$ cat src/rtl/aes_decrypt_mc_if.sv
// Bus bundle for aes_decrypt_mc.
// Groups the ciphertext input, the round-key feed, the plaintext output,
// abort, CBC IV loading and busy. clk/rst are plain ports of the engine.
//   slave  : engine side (aes_decrypt_mc)
//   master : environment side (key scheduler, source, sink)
interface aes_decrypt_mc_if #(
  parameter int NUM_CH = 4,
  parameter int CH_W   = $clog2(NUM_CH)
);
  logic [127:0]    ct;
  logic [CH_W-1:0] ct_ch;
  logic            ct_vld;
  logic            ct_rdy;
  logic [127:0]    rkey;
  logic            rkey_vld;
  logic            next_rkey;
  logic [1:0]      klen_sel;
  logic [127:0]    pt;
  logic [CH_W-1:0] pt_ch;
  logic            pt_vld;
  logic            pt_rdy;
  logic            abort;
  logic [127:0]    iv;
  logic [CH_W-1:0] iv_ch;
  logic            iv_wr;
  logic            busy;

  modport slave (
    input  ct, ct_ch, ct_vld, rkey, rkey_vld, klen_sel, pt_rdy, abort,
           iv, iv_ch, iv_wr,
    output ct_rdy, next_rkey, pt, pt_ch, pt_vld, busy
  );

  modport master (
    output ct, ct_ch, ct_vld, rkey, rkey_vld, klen_sel, pt_rdy, abort,
           iv, iv_ch, iv_wr,
    input  ct_rdy, next_rkey, pt, pt_ch, pt_vld, busy
  );
endinterface

$ cat src/rtl/aes_decrypt_mc.sv
// Multi-channel AES inverse cipher, one round per clock.
// One datapath is shared by NUM_CH tagged streams; a block is accepted in
// IDLE, runs Nr rounds in ROUND (stalling while rkey_vld is low) and is
// presented in HOLD until the sink takes it.
// Round keys arrive last-round-first from an external scheduler; each
// next_rkey pulse consumes the key on the bus.
// Ports: clk, rst (async, active-high), bus (aes_decrypt_mc_if.slave):
//   ct/ct_ch/ct_vld/ct_rdy   ciphertext in, tagged by channel
//   rkey/rkey_vld/next_rkey  round-key feed
//   klen_sel                 key length, sampled at accept (11 blocks accept)
//   pt/pt_ch/pt_vld/pt_rdy   plaintext out
//   abort                    flush of the in-flight block
//   iv/iv_ch/iv_wr           per-channel CBC chain load
//   busy                     high in ROUND or HOLD
// Build option: define AES_DEC_CBC_EN for per-channel CBC chaining;
// without it the engine is ECB only and the iv inputs are ignored.

// One state column: InvSubBytes, AddRoundKey, then optional InvMixColumns.
// The input column has already been through InvShiftRows.
module aes_dec_col (
  input  logic [31:0] col_i,
  input  logic [31:0] key_i,
  input  logic        mix_en_i,
  output logic [31:0] col_o
);
  localparam logic [2047:0] INV_SBOX = {
    128'h52096ad53036a538bf40a39e81f3d7fb,
    128'h7ce339829b2fff87348e4344c4dee9cb,
    128'h547b9432a6c2233dee4c950b42fac34e,
    128'h082ea16628d924b2765ba2496d8bd125,
    128'h72f8f66486689816d4a45ccc5d65b692,
    128'h6c704850fdedb9da5e154657a78d9d84,
    128'h90d8ab008cbcd30af7e45805b8b34506,
    128'hd02c1e8fca3f0f02c1afbd0301138a6b,
    128'h3a9111414f67dcea97f2cfcef0b4e673,
    128'h96ac7422e7ad3585e2f937e81c75df6e,
    128'h47f11a711d29c5896fb7620eaa18be1b,
    128'hfc563e4bc6d279209adbc0fe78cd5af4,
    128'h1fdda8338807c731b11210592780ec5f,
    128'h60517fa919b54a0d2de57a9f93c99cef,
    128'ha0e03b4dae2af5b0c8ebbb3c83539961,
    128'h172b047eba77d626e169146355210c7d
  };

  function automatic logic [7:0] inv_sbox(input logic [7:0] b);
    return INV_SBOX[(255 - int'(b))*8 +: 8];
  endfunction

  function automatic logic [7:0] xt(input logic [7:0] a);
    return {a[6:0], 1'b0} ^ (a[7] ? 8'h1b : 8'h00);
  endfunction

  logic [3:0][7:0] a, m9, mb, md, me;
  logic [31:0]     sk;

  always_comb begin
    sk = {inv_sbox(col_i[31:24]), inv_sbox(col_i[23:16]),
          inv_sbox(col_i[15:8]),  inv_sbox(col_i[7:0])} ^ key_i;
    // a[3] is row 0 (most significant byte of the column)
    a = sk;
    for (int i = 0; i < 4; i++) begin
      logic [7:0] x2, x4, x8;
      x2 = xt(a[i]);
      x4 = xt(x2);
      x8 = xt(x4);
      m9[i] = x8 ^ a[i];
      mb[i] = x8 ^ x2 ^ a[i];
      md[i] = x8 ^ x4 ^ a[i];
      me[i] = x8 ^ x4 ^ x2;
    end
    if (mix_en_i) begin
      col_o[31:24] = me[3] ^ mb[2] ^ md[1] ^ m9[0];
      col_o[23:16] = m9[3] ^ me[2] ^ mb[1] ^ md[0];
      col_o[15:8]  = md[3] ^ m9[2] ^ me[1] ^ mb[0];
      col_o[7:0]   = mb[3] ^ md[2] ^ m9[1] ^ me[0];
    end else begin
      col_o = sk;
    end
  end
endmodule

module aes_decrypt_mc #(
  parameter int NUM_CH = 4
) (
  input  logic         clk,
  input  logic         rst,
  aes_decrypt_mc_if.slave bus
);
  localparam int CH_W     = $clog2(NUM_CH);
  localparam int NUM_COLS = 4;

  typedef enum logic [1:0] {IDLE, ROUND, HOLD} fsm_t;

  fsm_t            fsm_q, fsm_d;
  logic [127:0]    st_q, st_d;
  logic [3:0]      cnt_q, cnt_d;
  logic [CH_W-1:0] tag_q, tag_d;

  logic [127:0]    shr;
  logic [127:0]    rnd;
  logic            mix_en;
  logic            accept;

`ifdef AES_DEC_CBC_EN
  logic [127:0]                  ctl_q, ctl_d;
  logic [NUM_CH-1:0][127:0]      chain_q, chain_d;
`else
  logic unused_iv;
  assign unused_iv = ^{bus.iv, bus.iv_ch, bus.iv_wr};
`endif

  function automatic logic [3:0] nr_of(input logic [1:0] k);
    case (k)
      2'b00:   return 4'd10;
      2'b01:   return 4'd12;
      default: return 4'd14;
    endcase
  endfunction

  // InvShiftRows: byte r+4c sits at bits [127-8(r+4c) -: 8]; row r is
  // rotated right by r columns.
  for (genvar c = 0; c < NUM_COLS; c++) begin : g_shr
    for (genvar r = 0; r < 4; r++) begin : g_row
      assign shr[127-8*(r+4*c) -: 8] = st_q[127-8*(r+4*((c-r+4)%4)) -: 8];
    end
  end

  // Last round (counter==1) skips InvMixColumns.
  assign mix_en = (cnt_q != 4'd1);

  for (genvar c = 0; c < NUM_COLS; c++) begin : g_col
    aes_dec_col u_col (
      .col_i    (shr[127-32*c -: 32]),
      .key_i    (bus.rkey[127-32*c -: 32]),
      .mix_en_i (mix_en),
      .col_o    (rnd[127-32*c -: 32])
    );
  end

  always_comb begin
    fsm_d         = fsm_q;
    st_d          = st_q;
    cnt_d         = cnt_q;
    tag_d         = tag_q;
    bus.ct_rdy    = 1'b0;
    bus.next_rkey = 1'b0;
    bus.pt_vld    = 1'b0;
    accept        = 1'b0;
`ifdef AES_DEC_CBC_EN
    ctl_d   = ctl_q;
    chain_d = chain_q;
`endif
    case (fsm_q)
      IDLE: begin
        bus.ct_rdy = bus.rkey_vld & (bus.klen_sel != 2'b11) & ~bus.abort;
        accept     = bus.ct_vld & bus.ct_rdy;
        if (accept) begin
          st_d          = bus.ct ^ bus.rkey;
          tag_d         = bus.ct_ch;
          cnt_d         = nr_of(bus.klen_sel);
          bus.next_rkey = 1'b1;
          fsm_d         = ROUND;
`ifdef AES_DEC_CBC_EN
          ctl_d = bus.ct;
`endif
        end
      end
      ROUND: begin
        if (bus.rkey_vld && !bus.abort) begin
          st_d          = rnd;
          cnt_d         = cnt_q - 4'd1;
          bus.next_rkey = 1'b1;
          if (cnt_q == 4'd1) fsm_d = HOLD;
        end
      end
      HOLD: begin
        // An abort in HOLD withdraws the block so the sink cannot take it.
        bus.pt_vld = ~bus.abort;
        if (bus.pt_rdy && !bus.abort) begin
          fsm_d = IDLE;
`ifdef AES_DEC_CBC_EN
          chain_d[tag_q] = ctl_q;
`endif
        end
      end
      default: fsm_d = IDLE;
    endcase
    if (bus.abort) fsm_d = IDLE;
`ifdef AES_DEC_CBC_EN
    // Written after the handshake update so an IV load on the same channel wins.
    if (bus.iv_wr) chain_d[bus.iv_ch] = bus.iv;
`endif
  end

  always_comb begin
    bus.pt    = '0;
    bus.pt_ch = '0;
    bus.busy  = (fsm_q != IDLE);
    if (fsm_q == HOLD) begin
`ifdef AES_DEC_CBC_EN
      bus.pt = st_q ^ chain_q[tag_q];
`else
      bus.pt = st_q;
`endif
      bus.pt_ch = tag_q;
    end
  end

  always_ff @(posedge clk or posedge rst) begin
    if (rst) begin
      fsm_q <= IDLE;
      st_q  <= '0;
      cnt_q <= '0;
      tag_q <= '0;
    end else begin
      fsm_q <= fsm_d;
      st_q  <= st_d;
      cnt_q <= cnt_d;
      tag_q <= tag_d;
    end
  end

`ifdef AES_DEC_CBC_EN
  always_ff @(posedge clk or posedge rst) begin
    if (rst) begin
      ctl_q   <= '0;
      chain_q <= '0;
    end else begin
      ctl_q   <= ctl_d;
      chain_q <= chain_d;
    end
  end
`endif
endmodule
$ cat src/flat_wrapper.sv
// flat-port wrapper written by rule: the top's interface ports become plain ports
module aes_decrypt_mc_flat 
#(
  parameter int NUM_CH = 4
)
  (clk, rst, bus_ct, bus_ct_ch, bus_ct_vld, bus_rkey, bus_rkey_vld, bus_klen_sel, bus_pt_rdy, bus_abort, bus_iv, bus_iv_ch, bus_iv_wr, bus_ct_rdy, bus_next_rkey, bus_pt, bus_pt_ch, bus_pt_vld, bus_busy);
  aes_decrypt_mc_if #(.NUM_CH(NUM_CH)) bus_i ();
  input  logic clk;
  input  logic rst;
  input wire logic [$bits(bus_i.ct)-1:0] bus_ct;
  input wire logic [$bits(bus_i.ct_ch)-1:0] bus_ct_ch;
  input wire logic [$bits(bus_i.ct_vld)-1:0] bus_ct_vld;
  input wire logic [$bits(bus_i.rkey)-1:0] bus_rkey;
  input wire logic [$bits(bus_i.rkey_vld)-1:0] bus_rkey_vld;
  input wire logic [$bits(bus_i.klen_sel)-1:0] bus_klen_sel;
  input wire logic [$bits(bus_i.pt_rdy)-1:0] bus_pt_rdy;
  input wire logic [$bits(bus_i.abort)-1:0] bus_abort;
  input wire logic [$bits(bus_i.iv)-1:0] bus_iv;
  input wire logic [$bits(bus_i.iv_ch)-1:0] bus_iv_ch;
  input wire logic [$bits(bus_i.iv_wr)-1:0] bus_iv_wr;
  output wire logic [$bits(bus_i.ct_rdy)-1:0] bus_ct_rdy;
  output wire logic [$bits(bus_i.next_rkey)-1:0] bus_next_rkey;
  output wire logic [$bits(bus_i.pt)-1:0] bus_pt;
  output wire logic [$bits(bus_i.pt_ch)-1:0] bus_pt_ch;
  output wire logic [$bits(bus_i.pt_vld)-1:0] bus_pt_vld;
  output wire logic [$bits(bus_i.busy)-1:0] bus_busy;
  assign bus_i.ct = bus_ct;
  assign bus_i.ct_ch = bus_ct_ch;
  assign bus_i.ct_vld = bus_ct_vld;
  assign bus_i.rkey = bus_rkey;
  assign bus_i.rkey_vld = bus_rkey_vld;
  assign bus_i.klen_sel = bus_klen_sel;
  assign bus_i.pt_rdy = bus_pt_rdy;
  assign bus_i.abort = bus_abort;
  assign bus_i.iv = bus_iv;
  assign bus_i.iv_ch = bus_iv_ch;
  assign bus_i.iv_wr = bus_iv_wr;
  assign bus_ct_rdy = bus_i.ct_rdy;
  assign bus_next_rkey = bus_i.next_rkey;
  assign bus_pt = bus_i.pt;
  assign bus_pt_ch = bus_i.pt_ch;
  assign bus_pt_vld = bus_i.pt_vld;
  assign bus_busy = bus_i.busy;
  aes_decrypt_mc #(.NUM_CH(NUM_CH)) u_core (.clk(clk), .rst(rst), .bus(bus_i));
endmodule
$ cat config.mk
export PLATFORM = sky130hd
export DESIGN_NAME = aes_decrypt_mc_flat
export DESIGN_NICKNAME = d
export VERILOG_FILES = /design/src/rtl/aes_decrypt_mc_if.sv /design/src/rtl/aes_decrypt_mc.sv /design/src/flat_wrapper.sv
export SDC_FILE = /design/constraint.sdc
export NUM_CORES = 2
export LEC_CHECK = 0
export ABC_AREA = 0
export BUFFER_PORTS_ARGS = -buffer_cell sky130_fd_sc_hd__buf_4
export CORE_MARGIN = 8
export CORE_UTILIZATION = 40
export CTS_CLUSTER_SIZE = 24
export DETAILED_ROUTE_END_ITERATION = 16
export HOLD_SLACK_MARGIN = 0.15
export PLACE_DENSITY = 0.64
export REMOVE_ABC_BUFFERS = 1
export SETUP_SLACK_MARGIN = 0.5
export SYNTH_ARGS = -nofsm -noshare
export SYNTH_HDL_FRONTEND = slang
export SYNTH_HIERARCHICAL = 1
export SYNTH_SLANG_ARGS = --single-unit
$ cat constraint.sdc
create_clock -name clk -period 5.6 [get_ports clk]
set_input_delay 0.56 -clock clk [delete_from_list [all_inputs] [get_ports clk]]
set_output_delay 0.56 -clock clk [all_outputs]
set_load 0.02 [all_outputs]
==> flow_summary.toml <==
[run_status]
status = "finished clean"

[final_layout]
layout_common_cells = "buf_4 (1,506), o21ai_0 (810), nand2_1 (754)"
mostFrequentLayoutCell = "buf_4"
postLayoutCellArea_sq_um = 91200
nets = 11633
drive_gt1_frac = 0.259
area_growth_pct = 17.7

[grt]
grt_max_degree = 138
grt_first_pass_wirelength_um = 619000
grt_pass1_vias = 87767
grt_usage = 0.382
antenna_found_initial = 13
grt_overflow = 0

[sta]
slew_headroom = 0.270
fin_skew_ns = 0.0396
layout_min_cycle_time_ns = 5.10
tightest_slew_ns = 1.09
rsz0062_at_grt = "true"
hold_viol = 0
drv_slew = 0
fmax_mhz = 196
finalSetupViolCount = 0
tns_ns = 0
post-route-period-util = 0.910

[worst_setup_path]
crit_arrival_ns = 5.54
worstRegToRegCells = 19
cp-end-kind = "flop"
crit_fanout = 11
crit_type = "flop to flop"
ff2ff_setup_slack_ns = 0.50
start_kind = "flop"
required_ns = 6.04

[floorplanning]
ios = 531
die_area_sq_um = 208000
fp.coreArea_sq_um = 193000
die_y_um = 456
rows = 161
die_x_um = 456
start_util = 0.402

[clock_tree]
clk_latency_ns = 0.58
htreeDepth = 4
cts_buffers = 17
cts_root_buf = "clkbuf_16"
cts.reportedPaths.clkPinSlew_ns = 0.09
clockBufferDepth = 2
tritoncts = "yes"
clock-sinks = 136

[synthesis]
synth_seq_cells = 136
synth.avg_cell_area_sq_um = 7.33
ys_seq_area_frac = 0.0439
synth_cell_types = 112
synth_ff_type = "dfrtp_1"
synth.cell_area_sq_um = 77500
synthArstFlopShare = 1.00
syn_inst = 10567
synth_edf_count = 0
synth_warnings = 6

[placement]
placed_area_sq_um = 86300
gp_congestion = 1.07
dp_hpwl_um = 319000
io_buffers = 399

[drt]
vias = 95330
avgRoutedWirePerCell_um = 32.0
vias_per_cell = 7.04
postRouteAntennaNets = 0
routed_wl_um = 433000
dr.pass1.iters = 13
drt_iter0_drc = 17194
drc = 0

[worst_hold_path]
worst_hold_path.num_cells = 2
hold_class = "input pin to flop"

[flow_run]
max_cap_viol_count = 0
-- final timing paths --
check,startpoint,to
worst max register to register,u_core/st_q[81]$_DFFE_PP0P_,u_core/st_q[52]$_DFFE_PP0P_
min in group asynchronous,rst,u_core/st_q[27]$_DFFE_PP0P_
worst max-delay path,u_core/st_q[81]$_DFFE_PP0P_,u_core/st_q[52]$_DFFE_PP0P_
worst min register to register,u_core/tag_q[1]$_DFFE_PP0P_,u_core/tag_q[1]$_DFFE_PP0P_
max in group asynchronous,rst,u_core/st_q[43]$_DFFE_PP0P_
worst min-delay path,bus_abort,u_core/fsm_q[1]$_DFFE_PP0P_
-- synthesized netlist by cell type (all sizes together), types with 60 or more instances --
library cell	n	area (sq um)
o21ai	877	4390
nand2	769	2890
a21oi	727	3640
xnor2	718	7140
buf	712	4690
nor2	543	2040
clkbuf	513	1930
nand2b	394	2460
nor2b	311	1970
nor3	282	1430
a31oi	268	1680
and2	266	1660
nand3	262	1310
xor2	252	2450
ha	246	3080
o211ai	228	1710
mux2	208	2680
mux2i	208	2080
a211oi	192	1460
mux4	188	4230
o311ai	180	1580
inv	176	661
dfrtp	136	3400
o31ai	116	891
a221oi	112	1010
a311oi	112	1010
or3	104	651
or2	88	551
a32oi	76	666
a21o	72	541
xnor3	68	1540
nand4	66	479
a211o	60	526
and3	60	375
-- per-stage QoR --
stage	util	setup WS, ns	cells	hold slack [ns]
after floorplan	-	-2.18	9342	0.470
after global placement	0.448	-0.0293	13358	0.482
after detailed placement	0.448	-0.0662	13358	0.494
after CTS	0.457	0.477	13423	0.162
after global routing	0.474	0.382	13533	0.197
final	0.474	0.501	13537	0.200
-- what timing repair did --
item | in CTS | in global routing
setup endpoints to repair | 101 | 108
setup buffers | 32 | 101
hold endpoints to repair | 46 | 0
pin swaps | 26 | 106
hold buffers | 1 | 0
resized for setup | 195 | 456
gates cloned | 0 | 5
-- kinds of logic (layout without fill, tap and decap cells) --
logic type | after synthesis | in the layout | share of synthesized area
compound gates | 3737 | 3737 | 0.329
simple gates | 3365 | 3365 | 0.226
buf+inv | 1417 | 1853 | 0.0948
xor+xnor | 1058 | 1058 | 0.150
mux | 604 | 604 | 0.116
fa+ha+maj | 250 | 250 | 0.0402
flops | 136 | 136 | 0.0439
other cells | 0 | 8 | 0
-- routing by layer --
metal	track usage	vias up	part of all wire
met4	0.219	2	0.078
met5	0	-	0.000030
met3	0.0823	1722	0.12
li1	-	40449	-
met2	0.590	7888	0.43
met1	0.491	45269	0.38
-- critical path, stage by stage, from the launching register on --
cell and delay, ns:
dfrtp_2 0.48, inv_2 0.08, ha_2 0.41, buf_12 0.16, and2b_2 0.30, buf_4 0.19, o21ai_0 0.20, o311ai_0 0.22
a221oi_2 0.42, or4b_1 0.21, nand4_4 0.12, xnor2_4 0.33, xor2_2 0.26, xor2_2 0.25, xnor3_1 0.40, xnor2_1 0.15
mux2_2 0.27, nand2_1 0.13, o21ai_0 0.11, mux2_4 0.26
-- registers in the layout, indices dropped and copies added, names as in the netlist --
signal,cells
u_core/tag_q,2
u_core/cnt_q,4
u_core/fsm_q,2
u_core/st_q,128
-- cell type report --
class / count / area [sq um]
fill: 19117 / 101000
multi-input combinational: 9014 / 69500
timing repair buffer: 1629 / 13500
sequential: 136 / 3560
tap: 2526 / 3160
inverter: 192 / 771
clock buffer: 19 / 443
clock inverter: 13 / 169
antenna: 8 / 20.0
Power is not shown: default switching activity piles up to over one toggle a cycle in this logic, so the estimate is an artifact.
